===== src/rtl/sram_1rw_ctrl_pkg.sv =====
// Shared types and default geometry for the single-port SRAM controller.
package sram_ctrl_pkg;

    typedef enum logic {ST_INIT, ST_RUN} sram_ctrl_state_e;

    localparam int DEF_SETS  = 128;
    localparam int DEF_WIDTH = 5;

endpackage


===== src/rtl/sram_1rw_ctrl_if.sv =====
// Upstream read/write request and read response bundle of the SRAM controller.
interface sram_1rw_ctrl_if #(
    parameter int ADDR_W = 7,
    parameter int WIDTH  = 5
) ();
    logic              r_req_valid;
    logic              r_req_ready;
    logic [ADDR_W-1:0] r_req_idx;
    logic              r_resp_valid;
    logic [WIDTH-1:0]  r_resp_data;
    logic              w_req_valid;
    logic              w_req_ready;
    logic [ADDR_W-1:0] w_req_idx;
    logic [WIDTH-1:0]  w_req_data;

    modport slave (
        input  r_req_valid, r_req_idx, w_req_valid, w_req_idx, w_req_data,
        output r_req_ready, r_resp_valid, r_resp_data, w_req_ready
    );

    modport master (
        output r_req_valid, r_req_idx, w_req_valid, w_req_idx, w_req_data,
        input  r_req_ready, r_resp_valid, r_resp_data, w_req_ready
    );
endinterface


===== src/rtl/sram_1rw_ctrl_read_hold.sv =====
// Tracks the one outstanding read and keeps the last read result stable
// while the macro output is undefined.
module sram_read_hold #(
    parameter int WIDTH     = 5,
    parameter int HOLD_READ = 1
) (
    input  logic             clock,
    input  logic             reset_n,
    input  logic             rd_fire,
    input  logic [WIDTH-1:0] sram_rdata,
    output logic             r_resp_valid,
    output logic [WIDTH-1:0] r_resp_data
);
    logic             rd_pend_q;
    logic [WIDTH-1:0] hold_q;

    always_ff @(posedge clock or negedge reset_n) begin
        if (!reset_n) begin
            rd_pend_q <= 1'b0;
            hold_q    <= '0;
        end else begin
            rd_pend_q <= rd_fire;
            if (rd_pend_q) begin
                hold_q <= sram_rdata;
            end
        end
    end

    assign r_resp_valid = rd_pend_q;

    // Macro data is only meaningful in the cycle after a read.
    always_comb begin
        if (HOLD_READ != 0) begin
            r_resp_data = rd_pend_q ? sram_rdata : hold_q;
        end else begin
            r_resp_data = sram_rdata;
        end
    end
endmodule


===== src/rtl/sram_1rw_ctrl.sv =====
// Arbitrates independent read/write streams onto one 1RW SRAM port and clears
// the array after reset.
//   state   | meaning
//   ST_INIT | writing zeros to every entry; requests refused
//   ST_RUN  | normal operation; writes win same-cycle collisions
module sram_1rw_ctrl
    import sram_ctrl_pkg::*;
#(
    parameter int SETS       = DEF_SETS,
    parameter int WIDTH      = DEF_WIDTH,
    parameter int ADDR_W     = $clog2(SETS),
    parameter int SHOULD_RST = 1,
    parameter int HOLD_READ  = 1
) (
    input  logic              clock,
    input  logic              reset_n,
    sram_1rw_ctrl_if.slave    req,
    output logic              sram_en,
    output logic              sram_wmode,
    output logic [ADDR_W-1:0] sram_addr,
    output logic              sram_wmask,
    output logic [WIDTH-1:0]  sram_wdata,
    input  logic [WIDTH-1:0]  sram_rdata,
    output logic              init_done
);
    localparam logic [ADDR_W-1:0] LAST_IDX = ADDR_W'(SETS - 1);

    sram_ctrl_state_e  state_q, state_d;
    logic [ADDR_W-1:0] init_cnt_q, init_cnt_d;
    logic              init_done_q;
    logic              run;
    logic              w_fire, r_fire;

    always_ff @(posedge clock or negedge reset_n) begin
        if (!reset_n) begin
            state_q     <= ST_INIT;
            init_cnt_q  <= '0;
            init_done_q <= 1'b0;
        end else begin
            state_q     <= state_d;
            init_cnt_q  <= init_cnt_d;
            init_done_q <= (state_d == ST_RUN);
        end
    end

    assign run             = (state_q == ST_RUN);
    assign init_done       = init_done_q;
    assign req.w_req_ready = run;
    assign req.r_req_ready = run && !req.w_req_valid;

    // The clear is gated by reset_n so the macro stays idle while reset is held.
    always_comb begin
        state_d    = state_q;
        init_cnt_d = init_cnt_q;
        sram_en    = 1'b0;
        sram_wmode = 1'b0;
        sram_wmask = 1'b0;
        sram_addr  = '0;
        sram_wdata = '0;
        w_fire     = 1'b0;
        r_fire     = 1'b0;
        case (state_q)
            ST_INIT: begin
                if (SHOULD_RST == 0) begin
                    state_d = ST_RUN;
                end else if (reset_n) begin
                    sram_en    = 1'b1;
                    sram_wmode = 1'b1;
                    sram_wmask = 1'b1;
                    sram_addr  = init_cnt_q;
                    init_cnt_d = init_cnt_q + ADDR_W'(1);
                    if (init_cnt_q == LAST_IDX) begin
                        state_d = ST_RUN;
                    end
                end
            end
            ST_RUN: begin
                w_fire = req.w_req_valid;
                r_fire = req.r_req_valid && !req.w_req_valid;
                if (w_fire) begin
                    sram_en    = 1'b1;
                    sram_wmode = 1'b1;
                    sram_wmask = 1'b1;
                    sram_addr  = req.w_req_idx;
                    sram_wdata = req.w_req_data;
                end else if (r_fire) begin
                    sram_en    = 1'b1;
                    sram_addr  = req.r_req_idx;
                end
            end
            default: state_d = ST_INIT;
        endcase
    end

    sram_read_hold #(
        .WIDTH     (WIDTH),
        .HOLD_READ (HOLD_READ)
    ) u_read_hold (
        .clock        (clock),
        .reset_n      (reset_n),
        .rd_fire      (r_fire),
        .sram_rdata   (sram_rdata),
        .r_resp_valid (req.r_resp_valid),
        .r_resp_data  (req.r_resp_data)
    );
endmodule

===== src/flat_wrapper.sv =====
// flat-port wrapper written by rule: the top's interface ports become plain ports
module sram_1rw_ctrl_flat import sram_ctrl_pkg::*;
#(
    parameter int SETS       = DEF_SETS,
    parameter int WIDTH      = DEF_WIDTH,
    parameter int ADDR_W     = $clog2(SETS),
    parameter int SHOULD_RST = 1,
    parameter int HOLD_READ  = 1
)
  (clock, reset_n, sram_en, sram_wmode, sram_addr, sram_wmask, sram_wdata, sram_rdata, init_done, req_r_req_valid, req_r_req_idx, req_w_req_valid, req_w_req_idx, req_w_req_data, req_r_req_ready, req_r_resp_valid, req_r_resp_data, req_w_req_ready);
  sram_1rw_ctrl_if #(.ADDR_W(ADDR_W), .WIDTH(WIDTH)) req_i ();
  input  logic clock;
  input  logic reset_n;
  output logic sram_en;
  output logic sram_wmode;
  output logic [ADDR_W-1:0] sram_addr;
  output logic sram_wmask;
  output logic [WIDTH-1:0] sram_wdata;
  input  logic [WIDTH-1:0] sram_rdata;
  output logic init_done;
  input wire logic [$bits(req_i.r_req_valid)-1:0] req_r_req_valid;
  input wire logic [$bits(req_i.r_req_idx)-1:0] req_r_req_idx;
  input wire logic [$bits(req_i.w_req_valid)-1:0] req_w_req_valid;
  input wire logic [$bits(req_i.w_req_idx)-1:0] req_w_req_idx;
  input wire logic [$bits(req_i.w_req_data)-1:0] req_w_req_data;
  output wire logic [$bits(req_i.r_req_ready)-1:0] req_r_req_ready;
  output wire logic [$bits(req_i.r_resp_valid)-1:0] req_r_resp_valid;
  output wire logic [$bits(req_i.r_resp_data)-1:0] req_r_resp_data;
  output wire logic [$bits(req_i.w_req_ready)-1:0] req_w_req_ready;
  assign req_i.r_req_valid = req_r_req_valid;
  assign req_i.r_req_idx = req_r_req_idx;
  assign req_i.w_req_valid = req_w_req_valid;
  assign req_i.w_req_idx = req_w_req_idx;
  assign req_i.w_req_data = req_w_req_data;
  assign req_r_req_ready = req_i.r_req_ready;
  assign req_r_resp_valid = req_i.r_resp_valid;
  assign req_r_resp_data = req_i.r_resp_data;
  assign req_w_req_ready = req_i.w_req_ready;
  sram_1rw_ctrl #(.SETS(SETS), .WIDTH(WIDTH), .ADDR_W(ADDR_W), .SHOULD_RST(SHOULD_RST), .HOLD_READ(HOLD_READ)) u_core (.clock(clock), .reset_n(reset_n), .req(req_i), .sram_en(sram_en), .sram_wmode(sram_wmode), .sram_addr(sram_addr), .sram_wmask(sram_wmask), .sram_wdata(sram_wdata), .sram_rdata(sram_rdata), .init_done(init_done));
endmodule

===== config.mk =====
export PLATFORM = sky130hd
export DESIGN_NAME = sram_1rw_ctrl_flat
export DESIGN_NICKNAME = d
export VERILOG_FILES = /design/src/rtl/sram_1rw_ctrl_pkg.sv /design/src/rtl/sram_1rw_ctrl_if.sv /design/src/rtl/sram_1rw_ctrl_read_hold.sv /design/src/rtl/sram_1rw_ctrl.sv /design/src/flat_wrapper.sv
export SDC_FILE = /design/constraint.sdc
export NUM_CORES = 1
export LEC_CHECK = 0
export CORE_MARGIN = 8
export CORE_UTILIZATION = 39
export CTS_BUF_LIST = sky130_fd_sc_hd__clkbuf_8
export DETAILED_ROUTE_END_ITERATION = 10
export HOLD_SLACK_MARGIN = 0.15
export PLACE_DENSITY = 0.94
export REMOVE_ABC_BUFFERS = 1
export SYNTH_ARGS = -nofsm -noshare
export SYNTH_HDL_FRONTEND = slang
export SYNTH_SLANG_ARGS = --single-unit

===== constraint.sdc =====
create_clock -name clock -period 2.6 [get_ports clock]
set_input_delay 0.65 -clock clock [delete_from_list [all_inputs] [get_ports clock]]
set_output_delay 0.65 -clock clock [all_outputs]
set_load 0.1 [all_outputs]

# Word level (Yosys, flattened, before mapping)

Cells that the tools add are included.

Register bits: 14

Add/subtract/negate cells: 1
Reduce and logical (&&, ||, !) cells: 4
Eq/ne operators: 1
Muxes and demuxes: 17
Bitwise gates (word level): 1

Operator list:

| operator            | count |
|---|---|
| $mux 7              | 3 |
| $mux 5              | 3 |
| $pmux 7 s2          | 1 |
| $mux 1              | 8 |
| $add 7x1->7 const B | 1 |
| $eq 7x7->1 const B  | 1 |
| $pmux 1 s2          | 2 |
| $logic_and 1x1->1   | 2 |
| $reduce_and 2->1    | 1 |
| $logic_not 1->1     | 1 |
| $not 1->1           | 1 |

# Logic depth before layout (Yosys ltp)

Gate-level depths: netlist of the first run.

Depth in word-level cells: 5
Mapped depth: 5
Depth with buffers taken out: 4

# Modules after synthesis

From an unflattened synthesis of the first run, not the netlist that was laid out.

Cell total of the unflattened synthesis: 70
Area total of the unflattened synthesis: 763.2 µm²

Modules (own cells, without submodules):

| module         | area each (µm²) | instances | cells an instance |
|---|---|---|---|
| sram_1rw_ctrl  | 556.8           | 1         | 59 |
| sram_read_hold | 206.4           | 1         | 11 |

# Worst setup path before layout of the first run

Ideal clock, no wire load.

Path kind: register to output
Start: reg u_core.state_q (netlist: u_core.req.w_req_ready)
End: out sram_wmode
Arrival: 2,554 ps
Required time: 1,950 ps
Stages on the path, launching flop included: 5
Setup slack: -604 ps
Path buffers: 2
Cells stage by stage: dfrtp_1 and2_4 buf_6 nand2b_1 buf_4

Cells in the longest elaborated chain, start to end: 2

Ends and longest elaborated chain:

| what                   | line                | RTL |
|---|---|---|
| start, declared        | sram_1rw_ctrl.sv:28 | `sram_ctrl_state_e state_q, state_d;` |
| start signal, assigned | sram_1rw_ctrl.sv:40 | `state_q <= state_d;` |
| $not 1->1 (no line)    | -                   |  |
| $pmux 1 s2 *           | -                   |  |
| end, declared          | flat_wrapper.sv:15  | `output logic sram_wmode;` |

Mark *: on every way between the ends. The rest lies on a longest branch, timed or not.

# Worst setup path after layout of the first run

Start: in req_w_req_valid
End: out sram_addr[1]

Cells in the longest elaborated chain, start to end: 5

Ends and longest elaborated chain:

| what              | line                | RTL |
|---|---|---|
| start, declared   | flat_wrapper.sv:23  | `input wire logic [$bits(req_i.w_req_valid)-1:0] req_w_req_valid;` |
| $logic_not 1->1   | sram_1rw_ctrl.sv:79 | `r_fire = req.r_req_valid && !req.w_req_valid;` |
| $logic_and 1x1->1 | sram_1rw_ctrl.sv:79 |  |
| $mux 7            | sram_1rw_ctrl.sv:86 | `end else if (r_fire) begin` |
| $mux 7 *          | sram_1rw_ctrl.sv:80 | `if (w_fire) begin` |
| $pmux 7 s2 *      | sram_1rw_ctrl.sv:62 | `case (state_q)` |
| end, declared     | flat_wrapper.sv:16  | `output logic [ADDR_W-1:0] sram_addr;` |

Marks and branches as above.

==> results of run 1 <==
==> state kept, by name, indices dropped and copies added, names as in the netlist <==
signal / flops
u_core.u_read_hold.hold_q: 5
u_core.u_read_hold.r_resp_valid: 1
u_core.req.w_req_ready: 1
u_core.init_cnt_q: 7
==> worst reg2reg max path, stage by stage, from the launching register on <==
cell	delay (ns)
dfrtp_1	0.56
nor2b_4	0.29
buf_4	0.18
nand4_1	0.13
xnor2_1	0.15
==> timing repair <==
action / in CTS / in global routing
pin swaps: 1 / 2
hold endpoints to repair: 0 / 0
gates cloned: 0 / 0
endpoints found under the setup margin: 8 / 5
resized for setup: 6 / 1
setup buffers: 0 / 1
==> power breakdown <==
group | internal, mW | switching (mW)
sequential | 0.268 | 0.0662
clock | 0.134 | 0.0816
combinational | 0.215 | 0.319
==> kinds of logic (layout without fill, tap and decap cells) <==
kind of cell | count (synthesis) | after routing | synth area share
compound gates | 10 | 10 | 0.112
mux | 5 | 5 | 0.0722
fa+ha+maj | 1 | 1 | 0.0160
xor+xnor | 6 | 6 | 0.0674
simple gates | 26 | 26 | 0.186
flops | 14 | 14 | 0.449
buf+inv | 13 | 66 | 0.0963
==> per-stage QoR <==
stage | power [mW] | setup slack (ns)
detailed placement | 0.862 | -0.202
finish | 1.08 | 0.00323
CTS | 1.08 | 0.0283
floorplan | 0.632 | -1.55
global placement | 0.842 | -0.0659
global route | 1.13 | -0.0185
==> how the worst max path moves through the flow <==
stage / to / from / cells past startpoint
floorplan: sram_wmask / u_core.req.w_req_ready / 2
global placement: sram_addr[3] / req_w_req_valid / 5
detailed placement: sram_addr[1] / req_w_req_valid / 5
CTS: sram_addr[1] / req_w_req_valid / 5
global route: sram_addr[5] / reset_n / 5
finish: sram_addr[1] / req_w_req_valid / 5
==> Yosys cell counts <==
| master | instances |
|---|---|
| and2b_1 | 1 |
| nand4_1 | 2 |
| clkbuf_1 | 2 |
| a21o_1 | 1 |
| nand2_1 | 9 |
| dfrtp_1 | 14 |
| xnor2_1 | 6 |
| nor2b_1 | 1 |
| inv_1 | 6 |
| and3_1 | 6 |
| buf_4 | 3 |
| nand2b_1 | 2 |
| ha_1 | 1 |
| nor2_1 | 1 |
| a41o_1 | 1 |
| mux2_2 | 5 |
| and4_1 | 1 |
| a222oi_1 | 6 |
| nand3_1 | 1 |
| o21ai_0 | 2 |
| buf_6 | 2 |
| and3b_1 | 1 |
| and2_4 | 1 |
==> layout make-up <==
class	count	area (um^2)
clock buffers	4	55.1
fillers	101	338
inverters	6	22.5
multi-input cells	48	370
flip-flops and latches	14	350
well taps	27	33.8
repair buffers	56	752
==> routing by layer <==
layer,vias up,part of all wire,GRT usage
li1,371,-,-
met2,40,0.53,0.309
met3,9,0.066,0.0572
met5,-,0,0
met4,0,0.028,0.0764
met1,409,0.37,0.188
==> results.cfg, run 1 <==
[timing]
clock_skew_ns = 0.00417
final_hold_viol_count = 0
post-route-period-util = 0.999
fin_crit_ns = 2.60
worst_pin_slew_ns = 0.488
setup_viol = 0
fmax_mhz = 385
maxSlewViolCount = 0
hold_slack_ns = 0.519
finalSetupTns_ns = 0
maxSlewHeadroom = 0.675

[detailed_routing]
final_antenna_net_count = 0
vias = 829
avgRoutedWirePerCell_um = 20.3
vias_per_cell = 5.35
firstDrtPassIters = 5
drc = 0
drtIter0Drc = 42
wl_um = 3150

[grt]
grt_overflow = 0
grt_pass1_vias = 863
antenna_found_initial = 0
grt_pass1_wl_um = 4710
grt_max_degree = 18
track_usage = 0.176

[finish]
utilization = 0.824
final_cell_mix = 25 x clkdlybuf4s50_1, 21 x buf_12, 14 x dfrtp_1, 9 x nand2_1, 7 x buf_4
insertedDiodeCount = 0
drive_gt1_frac = 0.328
final_cells = 155
fin_area_um2 = 1580
syn_to_final_growth_pct = 103
final_common_cell = clkdlybuf4s50_1
nNetsFinal = 158

[worst_setup_path]
reg2reg_slack_ns = 1.17
crit_slowest_cell = a222oi_1
crit_fanout = 6
r2r_start = u_core.req.w_req_ready
critPathCaptureType = output port
worst_r2r_endpoint = u_core.init_cnt_q[5]
crit_family = buffers and inverters
cpPeakStageDelay_ns = 0.40
timing.critical_path.buf_inv = 3
crit_path_start_kind = input pin
cp.arrival_ns = 1.95
crit_chain = dlygate4sd2_1, and3b_2, a222oi_1, inv_1, buf_12
crit_required_ns = 1.95
reg2reg_depth = 4
critical_path_class = input pin to output port

[clock_tree]
clk_path_buf_depth = 2
clk_latency_ns = 0.25
cts_root_buffer = clkbuf_8
cts.sinks = 14
clk_pin_slew_ns = 0.06
cts_tree = yes
htree_num_levels = 1
cts_inserted_buffers = 3
cts_hold_buffers = 0

[die]
start_util = 0.406
die_h_um = 60.7
core_region_area_um2 = 1920
num_rows = 16
dieArea_um2 = 3690
die_x_um = 60.7
ios = 52

[placed_design]
place_congestion = 0.826
hpwl_um = 2410
dp_cells = 151
place_area_um2 = 1510
numPortBuffers = 51

[synthesis]
ys_types = 23
synthesis.area_um2 = 779
yosysSeqAreaShare = 0.449
synth_cells = 75
yosys_register_bits = 14
synth_area_leaders = dfrtp_1 45%, a222oi_1 7.7%, mux2_2 7.2%
synth_area_per_cell_um2 = 10.4
ys.warnings.count = 0
synth.largest_area_cell = dfrtp_1
synth_top_area_frac = 0.449

[min_path]
min_to = u_core.init_cnt_q[5]
hp-class = flop to flop
worstHoldStart = u_core.init_cnt_q[5]
holdPathStages = 1

[pwr]
ir_drop_v = 0.000554
p_leak_nw = 0.779
pwr_density_cell_nw_per_um2 = 684

[job]
cap_viol_max_count = 0

[outcome]
status = complete, no violations
Note: power is estimated with default switching activity, not from simulation.
==> inputs of run 2 (changes only) <==
--- a/config.mk
+++ b/config.mk
@@ -12,6 +12,7 @@
 export HOLD_SLACK_MARGIN = 0.15
 export PLACE_DENSITY = 0.94
 export REMOVE_ABC_BUFFERS = 1
+export SKIP_LAST_GASP = 1
 export SYNTH_ARGS = -nofsm -noshare
 export SYNTH_HDL_FRONTEND = slang
 export SYNTH_SLANG_ARGS = --single-unit
==> results.cfg, run 2 (synthesis results as in run 1) <==
[detailed_routing]
drtIter0Drc = 27
drc = 0
firstDrtPassIters = 4
vias = 853
avgRoutedWirePerCell_um = 21.5
final_antenna_net_count = 0
vias_per_cell = 5.54
wl_um = 3310

[grt]
grtUsageMet2 = 0.303
grt_overflow = 0
grtUsageMet1 = 0.186
grt_busiest_layer = met2
grt.met3_usage = 0.0572
grt_pass1_vias = 859
track_usage = 0.174
grt_pass1_wl_um = 4630
antenna_found_initial = 0
grt_max_degree = 18

[timing]
setup_viol = 0
rsz0062_at_grt = true
setup_slack_ns = 0.00429
fin_crit_ns = 2.60
maxSlewViolCount = 0
post-route-period-util = 0.998
clock_skew_ns = 0.00293
worst_pin_slew_ns = 0.513
fmax_mhz = 385
final_hold_viol_count = 0
maxSlewHeadroom = 0.658

[placed_design]
dp_slack_ns = -0.202
hpwl_um = 2410
dp_cells = 151
numPortBuffers = 51
place_congestion = 0.826
place_area_um2 = 1510

[finish]
syn_to_final_growth_pct = 102
utilization = 0.820
nNetsFinal = 157
insertedDiodeCount = 0
final_cell_mix = 25 x clkdlybuf4s50_1, 21 x buf_12, 14 x dfrtp_1, 9 x nand2_1
top_register = u_core.init_cnt_q
largest_register_ffs = 7
reg.largest.list = u_core.init_cnt_q: 7 flops, u_core.u_read_hold.hold_q: 5 flops
drive_gt1_frac = 0.323
final_common_cell = clkdlybuf4s50_1
fin_area_um2 = 1580
final_cells = 154

[clock_tree]
cts.sinks = 14
clk_latency_ns = 0.25
cts_hold_buffers = 0
clk_path_buf_depth = 2
cts_inserted_buffers = 3
htree_num_levels = 1
clk_pin_slew_ns = 0.06
cts_tree = yes
cts_root_buffer = clkbuf_8

[worst_setup_path]
cp.arrival_ns = 1.95
critPathCaptureType = output port
critical_path_class = input pin to output port
crit_fanout = 7
crit_path_start_kind = input pin
crit_required_ns = 1.95

[pwr]
power_mw = 1.10
ir_drop_v = 0.000558
p_leak_nw = 0.774
pwr_density_cell_nw_per_um2 = 696

[min_path]
hp-class = flop to flop

[die]
core_region_area_um2 = 1920
ios = 52
dieArea_um2 = 3690
num_rows = 16
die_x_um = 60.7
die_h_um = 60.7
start_util = 0.406

[job]
cap_viol_max_count = 0

[outcome]
status = complete, no violations
==> run 2: cell count changes in the layout (fill, tap and decap cells not counted), sizes merged <==
cell	before	now
buf	29	28
==> run 2: metrics by stage <==
step	TNS (ns)	hold slack, ns
2_1_floorplan	-13.90	0.354
6_report	0	0.536
3_3_place_gp	-0.355	0.486
3_5_place_dp	-0.885	0.499
5_1_grt	-0.121	0.557
4_1_cts	-0.0169	0.507
==> run 2: power breakdown <==
part	total [mW]	internal (mW)	switching, mW
Combinational	0.536	0.215	0.321
Clock	0.222	0.135	0.0871
Sequential	0.339	0.268	0.0713
==> run 2: final timing paths <==
check,start,to,slack (ns),depth (start not counted)
worst max-delay path,req_w_req_valid,sram_addr[1],0.004,5
worst min-delay path,u_core.init_cnt_q[4],u_core.init_cnt_q[4],0.54,1
worst max register to register,u_core.req.w_req_ready,u_core.init_cnt_q[5],1.14,4
worst min register to register,u_core.init_cnt_q[4],u_core.init_cnt_q[4],0.54,1
max in group asynchronous,reset_n,u_core.u_read_hold.hold_q[4],1.72,2
min in group asynchronous,reset_n,u_core.u_read_hold.hold_q[1],0.74,2
==> run 2: metal layers <==
metal  wire length (um)  part of all wire
met1               1270              0.38
met2               1800              0.54
met3                187             0.057
met4                 55             0.017
met5                  0                 0
==> run 2: cell type report <==
cell class                 instances  area (um^2)
fill                             103          345
multi-input combinational         48          370
inverter                           6         22.5
sequential                        14          350
clock buffer                       4         55.1
timing repair buffer              55          744
tap                               27         33.8
==> run 2: what timing repair did <==
| item | in CTS | in global routing |
|---|---|---|
| pin swaps | 1 | 2 |
| setup buffers | 0 | 0 |
| setup endpoints to repair | 8 | 9 |
| resized for setup | 5 | 2 |
==> run 2: worst max-delay path, cell delays in order <==
cell and delay (ns):
dlygate4sd2_1 0.27, and3b_2 0.29, a222oi_1 0.38, inv_1 0.15, buf_12 0.19
